File: config.mk
export PLATFORM = sky130hd
export DESIGN_NAME = barrel_shift_pipe_flat
export DESIGN_NICKNAME = d
export VERILOG_FILES = /design/src/rtl/barrel_shift_pipe_if.sv /design/src/rtl/barrel_shift_pipe.sv /design/src/flat_wrapper.sv
export SDC_FILE = /design/constraint.sdc
export NUM_CORES = 1
export LEC_CHECK = 0
export CAP_MARGIN = 20
export CORE_AREA = 3 3 65 67
export DETAILED_ROUTE_END_ITERATION = 10
export DIE_AREA = 0 0 68 70
export PLACE_DENSITY_LB_ADDON = 0.12
export SETUP_SLACK_MARGIN = 0.3
export SYNTH_ARGS = -nofsm -noshare
export SYNTH_HDL_FRONTEND = slang
export SYNTH_SLANG_ARGS = --single-unit
File: constraint.sdc
create_clock -name clk -period 2.1 [get_ports clk]
set_input_delay 0.525 -clock clk [delete_from_list [all_inputs] [get_ports clk]]
set_output_delay 0.525 -clock clk [all_outputs]
set_load 0.01 [all_outputs]
File: src/rtl/barrel_shift_pipe_if.sv
// Valid/ready stream bundle for barrel_shift_pipe.
// The out_ovf signal exists only when BARREL_SHIFT_PIPE_OVF_EN is defined.
interface barrel_shift_pipe_if #(
    parameter int WIDTH = 8
);
    localparam int SW = $clog2(WIDTH);

    logic             in_valid;
    logic             in_ready;
    logic [WIDTH-1:0] in_data;
    logic [SW-1:0]    in_shift;
    logic [1:0]       in_mode;
    logic             out_valid;
    logic             out_ready;
    logic [WIDTH-1:0] out_data;
`ifdef BARREL_SHIFT_PIPE_OVF_EN
    logic             out_ovf;
`endif

    modport master (
`ifdef BARREL_SHIFT_PIPE_OVF_EN
        input  out_ovf,
`endif
        output in_valid, in_data, in_shift, in_mode, out_ready,
        input  in_ready, out_valid, out_data
    );

    modport slave (
`ifdef BARREL_SHIFT_PIPE_OVF_EN
        output out_ovf,
`endif
        input  in_valid, in_data, in_shift, in_mode, out_ready,
        output in_ready, out_valid, out_data
    );
endinterface

File: src/rtl/barrel_shift_pipe.sv
// Pipelined multi-mode barrel shifter (LSL, LSR, ASR, ROL) with valid/ready back-pressure.
// Optional sticky shifted-out flag out_ovf is enabled by defining BARREL_SHIFT_PIPE_OVF_EN.
module barrel_shift_pipe #(
    parameter int WIDTH  = 8,
    parameter int STAGES = 2
) (
    input logic                clk,
    input logic                rst,
    barrel_shift_pipe_if.slave bus
);
    localparam int SW = $clog2(WIDTH);

    logic stall;
    logic en;

    function automatic logic [WIDTH-1:0] shift_once(input logic [WIDTH-1:0] d,
                                                    input logic [1:0]       mode,
                                                    input logic             sign,
                                                    input int               amt);
        logic [WIDTH-1:0] r;
        case (mode)
            2'b00:   r = d << amt;
            2'b01:   r = d >> amt;
            2'b10:   r = (d >> amt) | ({WIDTH{sign}} << (WIDTH - amt));
            default: r = (d << amt) | (d >> (WIDTH - amt));
        endcase
        return r;
    endfunction

`ifdef BARREL_SHIFT_PIPE_OVF_EN
    function automatic logic lost_bits(input logic [WIDTH-1:0] d,
                                       input logic [1:0]       mode,
                                       input logic             sign,
                                       input int               amt);
        logic [WIDTH-1:0] low_mask;
        logic             r;
        low_mask = ~({WIDTH{1'b1}} << amt);
        case (mode)
            2'b00:   r = (d >> (WIDTH - amt)) != '0;
            2'b01:   r = (d & low_mask) != '0;
            2'b10:   r = ((d ^ {WIDTH{sign}}) & low_mask) != '0;
            default: r = 1'b0;
        endcase
        return r;
    endfunction
`endif

    for (genvar k = 0; k < STAGES; k++) begin : stg
        logic             src_v;
        logic [WIDTH-1:0] src_d;
        logic [SW-1:0]    src_s;
        logic [1:0]       src_m;
        logic             src_sign;
        logic [WIDTH-1:0] nxt_d;
        logic             v_q;
        logic [WIDTH-1:0] d_q;
`ifdef BARREL_SHIFT_PIPE_OVF_EN
        logic             src_ovf;
        logic             nxt_ovf;
        logic             ovf_q;
`endif

        if (k == 0) begin : g_src
            assign src_v    = bus.in_valid && bus.in_ready;
            assign src_d    = bus.in_data;
            assign src_s    = bus.in_shift;
            assign src_m    = bus.in_mode;
            assign src_sign = bus.in_data[WIDTH-1];
`ifdef BARREL_SHIFT_PIPE_OVF_EN
            assign src_ovf  = 1'b0;
`endif
        end else begin : g_src
            assign src_v    = stg[k-1].v_q;
            assign src_d    = stg[k-1].d_q;
            assign src_s    = stg[k-1].g_ctl.s_q;
            assign src_m    = stg[k-1].g_ctl.m_q;
            assign src_sign = stg[k-1].g_ctl.sign_q;
`ifdef BARREL_SHIFT_PIPE_OVF_EN
            assign src_ovf  = stg[k-1].ovf_q;
`endif
        end

        // Apply the power-of-two sub-shifts assigned to this stage, in ascending order.
        always_comb begin
            nxt_d = src_d;
`ifdef BARREL_SHIFT_PIPE_OVF_EN
            nxt_ovf = src_ovf;
`endif
            for (int i = 0; i < SW; i++) begin
                if (((i * STAGES) / SW == k) && src_s[i]) begin
`ifdef BARREL_SHIFT_PIPE_OVF_EN
                    nxt_ovf = nxt_ovf | lost_bits(nxt_d, src_m, src_sign, 1 << i);
`endif
                    nxt_d = shift_once(nxt_d, src_m, src_sign, 1 << i);
                end
            end
        end

        always_ff @(posedge clk) begin
            if (rst) begin
                v_q <= 1'b0;
                d_q <= '0;
            end else if (en) begin
                v_q <= src_v;
                d_q <= nxt_d;
            end
        end

`ifdef BARREL_SHIFT_PIPE_OVF_EN
        always_ff @(posedge clk) begin
            if (rst) begin
                ovf_q <= 1'b0;
            end else if (en) begin
                ovf_q <= nxt_ovf;
            end
        end
`endif

        // The final stage only needs the result; control travels to later stages only.
        if (k < STAGES - 1) begin : g_ctl
            logic [SW-1:0] s_q;
            logic [1:0]    m_q;
            logic          sign_q;

            always_ff @(posedge clk) begin
                if (rst) begin
                    s_q    <= '0;
                    m_q    <= 2'b00;
                    sign_q <= 1'b0;
                end else if (en) begin
                    s_q    <= src_s;
                    m_q    <= src_m;
                    sign_q <= src_sign;
                end
            end
        end
    end

    assign stall         = stg[STAGES-1].v_q && !bus.out_ready;
    assign en            = !stall;
    assign bus.in_ready  = !stall && !rst;
    assign bus.out_valid = stg[STAGES-1].v_q;
    assign bus.out_data  = stg[STAGES-1].d_q;
`ifdef BARREL_SHIFT_PIPE_OVF_EN
    assign bus.out_ovf   = stg[STAGES-1].ovf_q;
`endif
endmodule
File: src/flat_wrapper.sv
// flat-port wrapper written by rule: the top's interface ports become plain ports
module barrel_shift_pipe_flat 
#(
    parameter int WIDTH  = 8,
    parameter int STAGES = 2
)
  (clk, rst, bus_in_valid, bus_in_data, bus_in_shift, bus_in_mode, bus_out_ready, bus_in_ready, bus_out_valid, bus_out_data);
  barrel_shift_pipe_if #(.WIDTH(WIDTH)) bus_i ();
  input logic clk;
  input logic rst;
  input wire logic [$bits(bus_i.in_valid)-1:0] bus_in_valid;
  input wire logic [$bits(bus_i.in_data)-1:0] bus_in_data;
  input wire logic [$bits(bus_i.in_shift)-1:0] bus_in_shift;
  input wire logic [$bits(bus_i.in_mode)-1:0] bus_in_mode;
  input wire logic [$bits(bus_i.out_ready)-1:0] bus_out_ready;
  output wire logic [$bits(bus_i.in_ready)-1:0] bus_in_ready;
  output wire logic [$bits(bus_i.out_valid)-1:0] bus_out_valid;
  output wire logic [$bits(bus_i.out_data)-1:0] bus_out_data;
  assign bus_i.in_valid = bus_in_valid;
  assign bus_i.in_data = bus_in_data;
  assign bus_i.in_shift = bus_in_shift;
  assign bus_i.in_mode = bus_in_mode;
  assign bus_i.out_ready = bus_out_ready;
  assign bus_in_ready = bus_i.in_ready;
  assign bus_out_valid = bus_i.out_valid;
  assign bus_out_data = bus_i.out_data;
  barrel_shift_pipe #(.WIDTH(WIDTH), .STAGES(STAGES)) u_core (.clk(clk), .rst(rst), .bus(bus_i));
endmodule
## Word level (Yosys, flattened, before mapping)

Index checks and enable logic that the tools add are counted.

| word-level totals | value |
|---|---|
| flip-flop bits (word level) | 24 |
| bits in latches | 0 |
| RAM bits | 0 |
| memory bits (read-only) | 0 |
| bits of input ports | 17 |
| word-level logic and storage cells | 31 |
| memories | 0 |

| operators by class | value |
|---|---|
| $add $sub $neg | 0 |
| multiply operators | 0 |
| divide/modulo/power cells | 0 |
| magnitude comparators | 0 |
| equal/unequal tests | 4 |
| shift-type cells | 0 |
| mux-type cells | 6 |
| bitwise logic cells | 6 |
| reductions and logical operators | 8 |

Operators with widths:

| cell | count |
|---|---|
| $pmux W8 S3 | 3 |
| $mux W8 | 3 |
| $or A4 B8 Y8 | 1 |
| $or A6 B8 Y8 | 1 |
| $or A7 B8 Y8 | 1 |
| $or A8 B1 Y8 | 1 |
| $or A8 B2 Y8 | 1 |
| $or A8 B4 Y8 | 1 |
| $eq A2 B1 Y1 const B | 2 |
| $eq A2 B2 Y1 const B | 2 |
| $logic_not A2 Y1 | 2 |
| $logic_and A1 B1 Y1 | 3 |
| $logic_not A1 Y1 | 3 |

## Logic depth before layout (Yosys ltp)

| logic depth | value |
|---|---|
| depth after elaboration | 6 |
| gate-level depth with buffers | 6 |
| depth with buffers taken out | 4 |

## Worst setup path after synthesis

OpenSTA, ideal clock, no wires.

| timing | value |
|---|---|
| path kind | input port to flip-flop |
| start point | in bus_in_mode[0] |
| end point | reg u_core.stg[0].d_q[4] |
| library setup time | 125 ps |
| data arrival time | 1664 ps |
| data required time | 1975 ps |
| slack | 311 ps |
| stages | 5 |
| cells stage by stage | buf_2 xnor2_2 mux2i_1 o21ai_0 o41a_1 |

| between the ends | value |
|---|---|
| word-level cells in the longest chain between the ends | 6 |

RTL lines:

| what | line | source |
|---|---|---|
| start, declared | flat_wrapper.sv:14 | `input wire logic [$bits(bus_i.in_mode)-1:0] bus_in_mode;` |
| $eq A2 B2 Y1 (tied with other cells) | barrel_shift_pipe.sv:21 | `case (mode)` |
| $pmux W8 S3 | barrel_shift_pipe.sv:21 |  |
| $mux W8 | barrel_shift_pipe.sv:90 | `if (((i * STAGES) / SW == k) && src_s[i]) begin` |
| $or A8 B2 Y8 / $or A6 B8 Y8 (equally long branches) | barrel_shift_pipe.sv:25, barrel_shift_pipe.sv:24 |  |
| $pmux W8 S3 | barrel_shift_pipe.sv:21 |  |
| $mux W8 (*) | barrel_shift_pipe.sv:90 |  |
| end signal, assigned | barrel_shift_pipe.sv:105 | `d_q <= nxt_d;` |
| end, declared | barrel_shift_pipe.sv:56 | `logic [WIDTH-1:0] d_q;` |

Every way passes the cells marked *; elsewhere a longest branch is shown, timed or not.
A chain may end at the register's enable or synchronous reset.

## Final worst setup path

| timing | value |
|---|---|
| start point | in rst |
| end point | out bus_in_ready |

| between the ends | value |
|---|---|
| word-level cells in the longest chain between the ends | 2 |

RTL lines:

| what | line | source |
|---|---|---|
| start, declared | flat_wrapper.sv:10 | `input logic rst;` |
| $logic_not A1 Y1 | barrel_shift_pipe.sv:141 | `assign bus.in_ready = !stall && !rst;` |
| $logic_and A1 B1 Y1 | barrel_shift_pipe.sv:141 |  |
| end, declared | flat_wrapper.sv:16 | `output wire logic [$bits(bus_i.in_ready)-1:0] bus_in_ready;` |

No other way between the ends.

==> flow_summary.rst <==
.. list-table::
   :header-rows: 1

   * - Metric
     - Value
   * - Routed WL
     - 4150 um
   * - Cell at the root of the clock tree
     - clkbuf_8
   * - Peak ir drop on the vdd network
     - 0.000357 V
   * - Flip-flop cell with the highest count after synthesis
     - dfxtp_1
   * - Cell type contributing the most total cell area after synthesis
     - dfxtp_1
   * - Clock network power share
     - 23.4%
   * - Synthesized flop and latch total
     - 22
   * - Number of placed I/O pins
     - 27
   * - Overall Power
     - 0.00106 W
   * - Final sum of negative setup slack
     - 0 ns
   * - Number of enable flip-flop cells after synthesis
     - 0
   * - Minimum setup slack among reg-to-reg paths
     - 0.69 ns
   * - Gp weighted congestion
     - 0.784
   * - Launching point of the worst reg2reg path
     - u_core.stg[0].g_ctl.m_q[0]$_SDFFE_PP0N_
   * - Number of sinks driven by the clock tree
     - 22
   * - Portion of total power attributed to sequential cells
     - 45.9%
   * - Slowest cell delay on critical path
     - 0.44 ns
   * - Worst reg-to-reg path cell count
     - 4
   * - Setup repair after global routing missed its margin
     - false
   * - Number of distinct standard cells referenced by the synthesized netlist
     - 36
   * - Worst slew margin relative to its limit
     - 66.9%
   * - Cells on Worst Hold Path
     - 2
   * - Non-filler cells in the finished layout
     - 279
   * - Syn. warnings
     - 0
   * - Fraction of registers with async set/reset
     - 0%
   * - Critical Path Sink Type
     - output pin
   * - Critical path required time
     - 1.57 ns
   * - Pin count of the biggest net entering global routing
     - 24
   * - Detailed Place HPWL
     - 3020 um
   * - Total gr overflow
     - 0
   * - Detailed Route Iter0 Violations
     - 102
   * - Minimum period implied by the final worst setup slack
     - 1.77 ns
   * - Part of the Yosys area used for sequential elements
     - 29.5%
   * - I/O Buffers
     - 26
   * - Most used standard cells in the synthesized netlist
     - nand2_1, nor2_1, dfxtp_1
   * - Number of setup violations in the final report
     - 0
   * - Final clock skew
     - 0.00176 ns
   * - Largest fanout on the critical path
     - 2
   * - Switching share of total power
     - 29.1%
   * - Multi-input logic area
     - 1010 um2
   * - Cell area after technology mapping
     - 1490 um2
   * - Vias in the first global route
     - 1438
   * - Final hold violation count
     - 0
   * - Worst reg2reg path endpoint
     - u_core.bus.out_data[4]$_SDFFE_PP0N_
   * - Post-DR vias/cell
     - 5.59
   * - Filler Cell Count
     - 367
   * - Latest clock arrival within the worst-skew pair
     - 0.26 ns
   * - Routed wire per std cell
     - 14.9 um
   * - End point of the worst hold path
     - u_core.bus.out_data[6]$_SDFFE_PP0N_
   * - Status
     - completed
   * - Total die area
     - 4760 um2
   * - # H-tree levels
     - 1
   * - Hold WC Path Type
     - flip-flop to flip-flop
   * - Hold Path Origin
     - u_core.bus.out_data[6]$_SDFFE_PP0N_
   * - Number of buffers added to fix hold violations after cts
     - 0
   * - CP Data Arrival Time
     - 1.24 ns
   * - Number of instances in the placed design
     - 275
   * - Worst-margin pin slew
     - 0.495 ns
   * - Gate Count Post-Synth
     - 201
   * - Number of remaining DRC errors
     - 0
   * - Synthesized area per cell
     - 7.43 um2
   * - Number of nets in the finished design
     - 250
   * - Area growth from synthesis to layout
     - 33.6%
   * - Fraction of power consumed by combinational cells
     - 30.6%
   * - Leading cell type by number of instances after synthesis
     - nand2_1
   * - Buffer and inverter count on the worst path
     - 2
   * - Startpoint class of the critical path
     - primary input
   * - GR Layer Usage met1
     - 26.6%
   * - CP max-delay cell
     - clkdlybuf4s50_1
   * - Global-route usage over all layers
     - 18.3%
   * - Number of inserted diodes
     - 0
   * - Most used routing layer in global routing
     - met2
   * - Maximum number of buffers from clock root to sink
     - 2
   * - Proportion of netlist area held by the largest area contributor
     - 29.5%
   * - Cell family with most CP delay
     - buffers and inverters
   * - Fmax
     - 566 MHz
   * - Final period util
     - 84.1%
   * - Net switching power of the design
     - 0.000307 W
   * - Number of antenna violations at the first check in global routing
     - 0
   * - Antenna viol nets, final
     - 0
   * - TritonCTS Buffers
     - 3
   * - Cells taking the most area after synthesis
     - dfxtp_1, nand2_1, a21oi_1
   * - Routed vias
     - 1561
   * - Internal power component
     - 0.000749 W
   * - Iteration count of the initial detailed-routing pass
     - 4
   * - Max-slew violation total from the final report
     - 0
   * - Chip Width
     - 68 um
   * - Share of layout cells above drive strength 1
     - 17.3%
   * - Global-route wire length before repair
     - 6850 um
   * - Height of the die
     - 70 um
   * - Global Route met2 Usage
     - 27.4%
   * - Met3 Usage GRT
     - 3.86%
   * - Number of nets in the synthesized netlist
     - 218
   * - Static leakage power
     - 0.821 nW
   * - Crit path kind
     - primary input to output pin
   * - Std-Cell Rows
     - 22
   * - Clock tree from TritonCTS
     - done
   * - Sequential cell area
     - 440 um2
   * - Core ar.
     - 3690 um2
   * - Effective utilization at floorplan
     - 40.5%
   * - Max-cap viol count
     - 0
   * - Worst path cell trace
     - clkdlybuf4s50_1, nor2_2, buf_2
   * - Power density over the cells
     - 529 nW/um2
   * - Clock Pin Slew Worst Setup and Hold Paths
     - 0.07 ns
[worst register-to-register path, stage by stage (launching register included)]
cell and delay (ns):
dfxtp_1 0.52, mux2_2 0.37, a21oi_1 0.19, a211o_1 0.16
a21oi_1 0.06
[kinds of logic after synthesis]
kind of cell	Yosys count	share of synthesized area, %
XOR/XNOR	2	2.18
AO/OA/AOI/OAI	58	27.6
buffers and inverters	22	5.70
AND/OR/NAND/NOR	83	25.2
flip-flops	22	29.5
adder cells (fa/ha/maj)	1	0.671
multiplexers	13	9.14
[how the worst max path moves through the flow]
stage,slack (ns),depth (start not counted),startpoint,to
2_1_floorplan,0.31,5,bus_in_mode[0],u_core.stg[0].d_q[4]$_SDFFE_PP0N_
3_3_place_gp,-0.17,4,bus_out_ready,bus_in_ready
3_5_place_dp,-0.19,5,bus_in_mode[0],u_core.stg[0].d_q[3]$_SDFFE_PP0N_
4_1_cts,0.12,4,bus_out_ready,bus_in_ready
5_1_grt,0.29,6,bus_in_mode[1],u_core.stg[0].d_q[1]$_SDFFE_PP0N_
6_report,0.33,3,rst,bus_in_ready
[layout by cell type, fill, tap and decap left out, types with 2 or more instances in the layout]
cell type,n
nor2b_1,6
nand3_1,5
o211ai_1,7
mux2_2,5
dfxtp_1,22
a21boi_0,3
clkdlybuf4s50_1,19
a211o_1,6
inv_1,4
o41a_1,2
nor2_2,2
clkbuf_8,3
nand2b_1,5
buf_4,17
a311oi_1,5
mux2i_1,8
nand2_1,31
dlymetal6s2s_1,4
nor2_1,21
o21ai_0,6
nor3b_1,3
a21oi_1,19
nor3_1,4
a311o_1,2
[power by group through the flow]
stage | Combinational [W] | Clock (W) | Sequential, W
6_report | 0.000324 | 0.000247 | 0.000485
5_1_grt | 0.000353 | 0.000279 | 0.000491
3_3_place_gp | 0.000300 | 0 | 0.000493
4_1_cts | 0.000315 | 0.000262 | 0.000485
2_1_floorplan | 0.000180 | 0 | 0.000486
3_5_place_dp | 0.000306 | 0 | 0.000494
[sequential cells by signal (all words and copies together) (netlist names)]
register / cells
u_core.stg.g_ctl.sign_q: 1
u_core.stg.g_ctl.s_q: 1
u_core.stg.v_q: 1
u_core.bus.out_valid: 1
u_core.bus.out_data: 8
u_core.stg.g_ctl.m_q: 2
u_core.stg.d_q: 8
[through the flow]
step / area (um2) / utilization, % / hold slack [ns] / worst slack [ns]
global route: 1990 / 54.1 / 0.473 / 0.290
finish: 1990 / 54.1 / 0.452 / 0.333
floorplan: 1490 / - / 0.432 / 0.311
global placement: 1880 / 50.9 / 0.441 / -0.174
detailed placement: 1880 / 50.9 / 0.445 / -0.192
CTS: 1950 / 52.8 / 0.456 / 0.120
[final cells by class]
| type | count | share of cell area, % |
|---|---|---|
| Sequential cell | 22 | 22.1 |
| Inverter | 4 | 0.753 |
| Timing Repair Buffer | 45 | 21.6 |
| Multi-Input combinational cell | 157 | 50.4 |
| Clock buffer | 3 | 2.07 |
| Tap cell | 48 | 3.01 |
[layer usage]
layer  part of all wire [%]  vias to the layer above
li1                       -                      776
met1                     48                      747
met2                     46                       33
met3                    4.9                        5
met4                   0.87                        0
met5                      0                        -
[timing repair]
item / in CTS / in global routing
hold endpoints to repair: 0 / 0
endpoints found under the setup margin: 9 / 7
pin swaps: 2 / 1
gates resized for setup: 11 / 11
gates cloned: 0 / 1
buffers inserted: 0 / 0
Power figures use the tool's default switching activity.
